$ cat src/rtl/mem_pkg.sv
// mem_pkg -- shared definitions for the mem_ctrl slice.
//   state_t     : controller FSM states (IDLE, BUSY, RESP)
//   DEF_*       : default values for the DATA_W / DEPTH / LATENCY parameters
package mem_pkg;

  localparam int DEF_DATA_W  = 32;
  localparam int DEF_DEPTH   = 64;
  localparam int DEF_LATENCY = 1;

  typedef enum logic [1:0] {
    IDLE = 2'd0,
    BUSY = 2'd1,
    RESP = 2'd2
  } state_t;

endpackage

$ cat src/rtl/mem_array.sv
// mem_array -- word-organised storage with per-byte write strobes.
// Ports:
//   clk           : clock, writes on rising edge
//   we            : write enable
//   be[DATA_W/8]  : byte strobes, bit i covers wdata[8*i +: 8]
//   waddr, wdata  : write word index / data
//   raddr, rdata  : combinational read port
// Contents start at zero; there is no reset of the array.
module mem_array
  import mem_pkg::*;
#(
  parameter int DATA_W = DEF_DATA_W,
  parameter int DEPTH  = DEF_DEPTH
) (
  input  logic                       clk,
  input  logic                       we,
  input  logic [DATA_W/8-1:0]        be,
  input  logic [$clog2(DEPTH)-1:0]   waddr,
  input  logic [DATA_W-1:0]          wdata,
  input  logic [$clog2(DEPTH)-1:0]   raddr,
  output logic [DATA_W-1:0]          rdata
);

  logic [DATA_W-1:0] mem [DEPTH] = '{default: '0};
  logic [DATA_W-1:0] wmask;

  // Expand byte strobes into a bit mask so a single write port merges
  // new and old bytes in one read-modify-write.
  genvar gi;
  generate
    for (gi = 0; gi < DATA_W / 8; gi++) begin : g_mask
      assign wmask[gi*8 +: 8] = {8{be[gi]}};
    end
  endgenerate

  always_ff @(posedge clk) begin
    if (we) begin
      mem[waddr] <= (mem[waddr] & ~wmask) | (wdata & wmask);
    end
  end

  assign rdata = mem[raddr];

endmodule

$ cat src/rtl/mem_ctrl.sv
// mem_ctrl -- single-outstanding request memory controller with fixed
// response latency.
// Ports:
//   clk, reset            : clock; asynchronous active-high reset
//   req_valid/req_ready   : request handshake (ready only in IDLE)
//   req_we                : 1 = write, 0 = read
//   req_addr[32]          : byte address, must be word aligned and in range
//   req_wdata, req_be     : write data and byte strobes
//   rsp_valid             : one-cycle response pulse, LATENCY cycles after accept
//   rsp_rdata             : read data (0 for writes, errors, idle cycles)
//   rsp_err               : misaligned or out-of-range request
// Build option: define MEM_CTRL_BYTE_WRITE_EN to honour req_be; otherwise
// every non-error write updates the whole word.
module mem_ctrl
  import mem_pkg::*;
#(
  parameter int DATA_W  = DEF_DATA_W,
  parameter int DEPTH   = DEF_DEPTH,
  parameter int LATENCY = DEF_LATENCY
) (
  input  logic                clk,
  input  logic                reset,
  input  logic                req_valid,
  output logic                req_ready,
  input  logic                req_we,
  input  logic [31:0]         req_addr,
  input  logic [DATA_W-1:0]   req_wdata,
  input  logic [DATA_W/8-1:0] req_be,
  output logic                rsp_valid,
  output logic [DATA_W-1:0]   rsp_rdata,
  output logic                rsp_err
);

  localparam int BYTES = DATA_W / 8;
  localparam int OFF_W = $clog2(BYTES);
  localparam int IDX_W = $clog2(DEPTH);
  localparam int CNT_W = $clog2(LATENCY + 1);
  localparam logic [31:0] OFF_MASK = 32'(BYTES - 1);

  state_t            state_reg;
  logic [CNT_W-1:0]  cnt_reg;
  logic [IDX_W-1:0]  idx_reg;
  logic              we_reg;
  logic              err_reg;

  logic [31:0]       word_addr;
  logic              req_err;
  logic              accept;
  logic [BYTES-1:0]  be_eff;
  logic [DATA_W-1:0] rd_word;

  assign word_addr = req_addr >> OFF_W;
  // Range check uses the full word address so high address bits cannot
  // alias back into the array.
  assign req_err   = ((req_addr & OFF_MASK) != 32'd0) || (word_addr >= 32'(DEPTH));
  // Gate with reset so nothing is written while reset holds the FSM in IDLE.
  assign accept    = req_valid && (state_reg == IDLE) && !reset;

`ifdef MEM_CTRL_BYTE_WRITE_EN
  assign be_eff = req_be;
`else
  // Strobes are ignored: OR with all-ones forces full-word writes.
  assign be_eff = req_be | {BYTES{1'b1}};
`endif

  // Writes commit at the accepting edge; the response only reports status.
  mem_array #(
    .DATA_W (DATA_W),
    .DEPTH  (DEPTH)
  ) u_mem (
    .clk   (clk),
    .we    (accept && req_we && !req_err),
    .be    (be_eff),
    .waddr (word_addr[IDX_W-1:0]),
    .wdata (req_wdata),
    .raddr (idx_reg),
    .rdata (rd_word)
  );

  always_ff @(posedge clk or posedge reset) begin
    if (reset) begin
      state_reg <= IDLE;
      cnt_reg   <= '0;
      idx_reg   <= '0;
      we_reg    <= 1'b0;
      err_reg   <= 1'b0;
    end else begin
      case (state_reg)
        IDLE: begin
          if (accept) begin
            idx_reg <= word_addr[IDX_W-1:0];
            we_reg  <= req_we;
            err_reg <= req_err;
            if (LATENCY == 1) begin
              state_reg <= RESP;
            end else begin
              state_reg <= BUSY;
              cnt_reg   <= CNT_W'(LATENCY - 1);
            end
          end
        end
        BUSY: begin
          cnt_reg <= cnt_reg - CNT_W'(1);
          if (cnt_reg == CNT_W'(1)) begin
            state_reg <= RESP;
          end
        end
        RESP:    state_reg <= IDLE;
        default: state_reg <= IDLE;
      endcase
    end
  end

  // Outputs decode straight from state so reset clears them immediately.
  assign req_ready = (state_reg == IDLE);
  assign rsp_valid = (state_reg == RESP);
  assign rsp_err   = rsp_valid && err_reg;
  assign rsp_rdata = (rsp_valid && !we_reg && !err_reg) ? rd_word : '0;

endmodule

$ cat config.mk
export PLATFORM = sky130hd
export DESIGN_NAME = mem_ctrl
export DESIGN_NICKNAME = d
export VERILOG_FILES = /design/src/rtl/mem_pkg.sv /design/src/rtl/mem_array.sv /design/src/rtl/mem_ctrl.sv
export SDC_FILE = /design/constraint.sdc
export NUM_CORES = 2
export LEC_CHECK = 0
export BUFFER_PORTS_ARGS = -buffer_cell sky130_fd_sc_hd__buf_2
export CORE_ASPECT_RATIO = 1.25
export CORE_UTILIZATION = 35
export CTS_CLUSTER_DIAMETER = 120
export DETAILED_ROUTE_END_ITERATION = 7
export PLACE_DENSITY = 0.58
export SYNTH_ARGS = -nofsm -noshare
export SYNTH_HDL_FRONTEND = slang
export SYNTH_SLANG_ARGS = --single-unit
$ cat constraint.sdc
create_clock -name clk -period 3.5 [get_ports clk]
set_input_delay 0.7 -clock clk [delete_from_list [all_inputs] [get_ports clk]]
set_output_delay 0.7 -clock clk [all_outputs]
set_load 0.005 [all_outputs]
==> flow_metrics.env <==
export IMPL_status="finished, violations left"
export IMPL_violations="setup timing"
export IMPL_crit_fanout=26
export IMPL_hold_path_depth=3
export IMPL_rsz0062_at_grt="true"
export IMPL_clock_root_buffer="clkbuf_16"
export IMPL_r2r_start="state_reg[1]$_DFFE_PP0P_"
export IMPL_synth_top_cell_area_share_pct=77.9
export IMPL_drt_iter0_drc=4538
export IMPL_worstPathArrival_ps=3610
export IMPL_wl_per_cell_um=32.6
export IMPL_leakage_nw=30.6
export IMPL_die_height_um=533
export IMPL_crit_required_ps=2800
export IMPL_crit_path_end_kind="primary output"
export IMPL_worstMarginPinSlew_ps=1320
export IMPL_cts_tree="done"
export IMPL_dp_final_hpwl_mm=140
export IMPL_synth_ff_type="edfxtp_1"
export IMPL_hold_path_class="primary input to flop"
export IMPL_syn2layout_area_growth_pct=22.0
export IMPL_min_to="idx_reg[1]$_DFFE_PP0P_"
export IMPL_syn_inst=3454
export IMPL_fp_row_count=194
export IMPL_synth_area_per_cell_um2=22.9
export IMPL_hold_violations=0
export IMPL_synth_cell_area_mm2=0.0790
export IMPL_h_tree_depth=4
export IMPL_coreArea_mm2=0.224
export IMPL_drv_cap=0
export IMPL_layout_setup_ws_ps=-811
export IMPL_final_nets=4220
export IMPL_grt_usage_pct=20.4
export IMPL_yosys_register_bits=2057
export IMPL_grt_pass1_wl_mm=324
export IMPL_die_x_um=427
export IMPL_drt_vias_per_instance=5.58
export IMPL_final_util_pct=43.1
export IMPL_peakVddDrop_mv=0.464
export IMPL_fin_area_mm2=0.0964
export IMPL_r2r_setup_slack_ps=620
export IMPL_vias=40400
export IMPL_ios=107
export IMPL_initial_core_util_pct=35.3
export IMPL_drt_wl_total_mm=236
export IMPL_max_slew_margin_rel_pct=12.0
export IMPL_path_clk_slew_ps=70
export IMPL_start_kind="flop"
export IMPL_skew_ps=62.1
export IMPL_yosysUniqueCellTypes=58
export IMPL_place_congestion=0.817
export IMPL_rr_worst_depth=9
export IMPL_port_buffer_count=102
export IMPL_ant_nets=0
export IMPL_fin_crit_sh_pct=123
export IMPL_synth_area_leader_cell="edfxtp_1"
export IMPL_yosysWarnings=0
export IMPL_grt_pass1_vias=40600
export IMPL_largest_reg_flops=2048
export IMPL_dp_cells=6753
export IMPL_worstSkewPairLatency_ps=860
export IMPL_setup_viol=32
export IMPL_clock_path_buffers=4
export IMPL_dieArea_mm2=0.228
export IMPL_grt_overflow=0
export IMPL_clock_sinks=2057
export IMPL_ys_seq_area_share_pct=78.2
export IMPL_slew_violations=0
export IMPL_synth_async_sr_flop_share_pct=0.438
export IMPL_r2r_end="u_mem.mem[39][25]$_DFFE_PP_"
export IMPL_postPlaceCellArea_mm2=0.0874
export IMPL_first_pass_iters=5
export IMPL_powerDensity_mw_per_mm2=576
export IMPL_fmax_ghz=0.232
export IMPL_synth_edff_count=2048
export IMPL_drive_above_1_share_pct=39.4
export IMPL_stdcell_count=7238
export IMPL_drc_errors=0
export IMPL_grt_max_degree=65
export IMPL_antenna_found_initial=17
export IMPL_cts_buffers=192
export IMPL_hold_start="req_addr[3]"
export IMPL_min_period_ps=4310
export IMPL_path_class="flop to primary output"
export IMPL_synth_nets=3526
export IMPL_synth_area_top_cells="edfxtp_1 78%, mux4_2 15%, mux2i_1 1.2%"
## metrics by stage
step                total power [mW]  worst slack [ps]  TNS (ps)  hold slack (ps)
CTS                             55.2              -873    -22560              182
global route                    57.0              -812    -22380              228
detailed placement              34.7              -407     -2360              544
floorplan                       31.7              -311   -308200              518
global placement                34.6              -368     -2230              526
finish                          55.5              -811    -20180              228
## cell type report
class	count	area, µm²
diodes	2	5.00
repair buffers	687	7690
flip-flops and latches	2057	61700
clock inverters	99	766
well taps	2940	3680
fillers	19200	127000
inverters	8	38.8
clock buffers	243	5050
multi-input cells	1202	17400
## worst max-delay path: stages (launching register included)
cell	delay [ps]
dfrtp_4	780
buf_4	260
nand2_1	290
buf_4	310
o21ai_0	180
o211ai_1	350
buf_4	310
nand3_4	120
buf_6	110
## cell usage in the layout, fill, tap and decap left out, types with 42 or more instances in the layout
| cell type | synthesis | layout |
|---|---|---|
| a22oi_1 | 75 | 51 |
| nand2_1 | 120 | 113 |
| buf_4 | 40 | 363 |
| clkinv_1 | 0 | 45 |
| buf_6 | 16 | 42 |
| edfxtp_1 | 2048 | 2048 |
| clkbuf_1 | 66 | 48 |
| buf_2 | 39 | 93 |
| mux4_2 | 527 | 527 |
| mux2i_1 | 93 | 82 |
| clkbuf_16 | 0 | 202 |
| buf_12 | 2 | 125 |
| nor2_4 | 0 | 68 |
## cell usage after synthesis, drive strengths merged (14+ instances only)
cell type / count
edfxtp: 2048
mux4: 527
buf: 121
nand2: 120
nor2: 106
mux2i: 93
a22oi: 75
clkbuf: 66
a21oi: 37
nand3: 29
o21ai: 28
mux2: 20
nor2b: 15
o22ai: 14
## where the power goes
part / internal (mW) / switching [mW]
logic: 4.13 / 4.24
clock network: 11.0 / 8.91
registers: 27.1 / 0.0877
## what timing repair did
action | CTS | global route
hold buffers | 1 | 0
gates cloned | 16 | 9
gates resized for setup | 206 | 127
buffers inserted | 45 | 84
endpoints found under the hold margin | 9 | 0
pin swaps | 22 | 46
endpoints found under the setup margin | 32 | 32
## cell families after synthesis
group	share of synthesized area (%)
simple gates	1.86
mux	16.5
flops	78.2
compound gates	2.04
buf+inv	1.44
## worst max-delay path by stage
stage	slack, ps	endpoint	start
2_1_floorplan	-310	u_mem.mem[31][0]$_DFFE_PP_	req_valid
4_1_cts	-870	rsp_rdata[31]	idx_reg[0]$_DFFE_PP0P_
3_3_place_gp	-370	rsp_rdata[31]	err_reg$_DFFE_PP0P_
6_report	-810	rsp_rdata[31]	idx_reg[4]$_DFFE_PP0P_
3_5_place_dp	-410	rsp_rdata[31]	err_reg$_DFFE_PP0P_
5_1_grt	-810	rsp_rdata[22]	idx_reg[0]$_DFFE_PP0P_
## metal layers
metal / vias up / routed length, µm / share of wire, % / track usage [%]
li1: 16100 / - / - / -
met1: 22200 / 89600 / 38 / 26.2
met2: 1678 / 121000 / 51 / 35.2
met3: 341 / 16000 / 6.8 / 2.97
met4: 20 / 9130 / 3.9 / 7.48
met5: - / 117 / 0.050 / 0
Power figures use the tool's default switching activity.
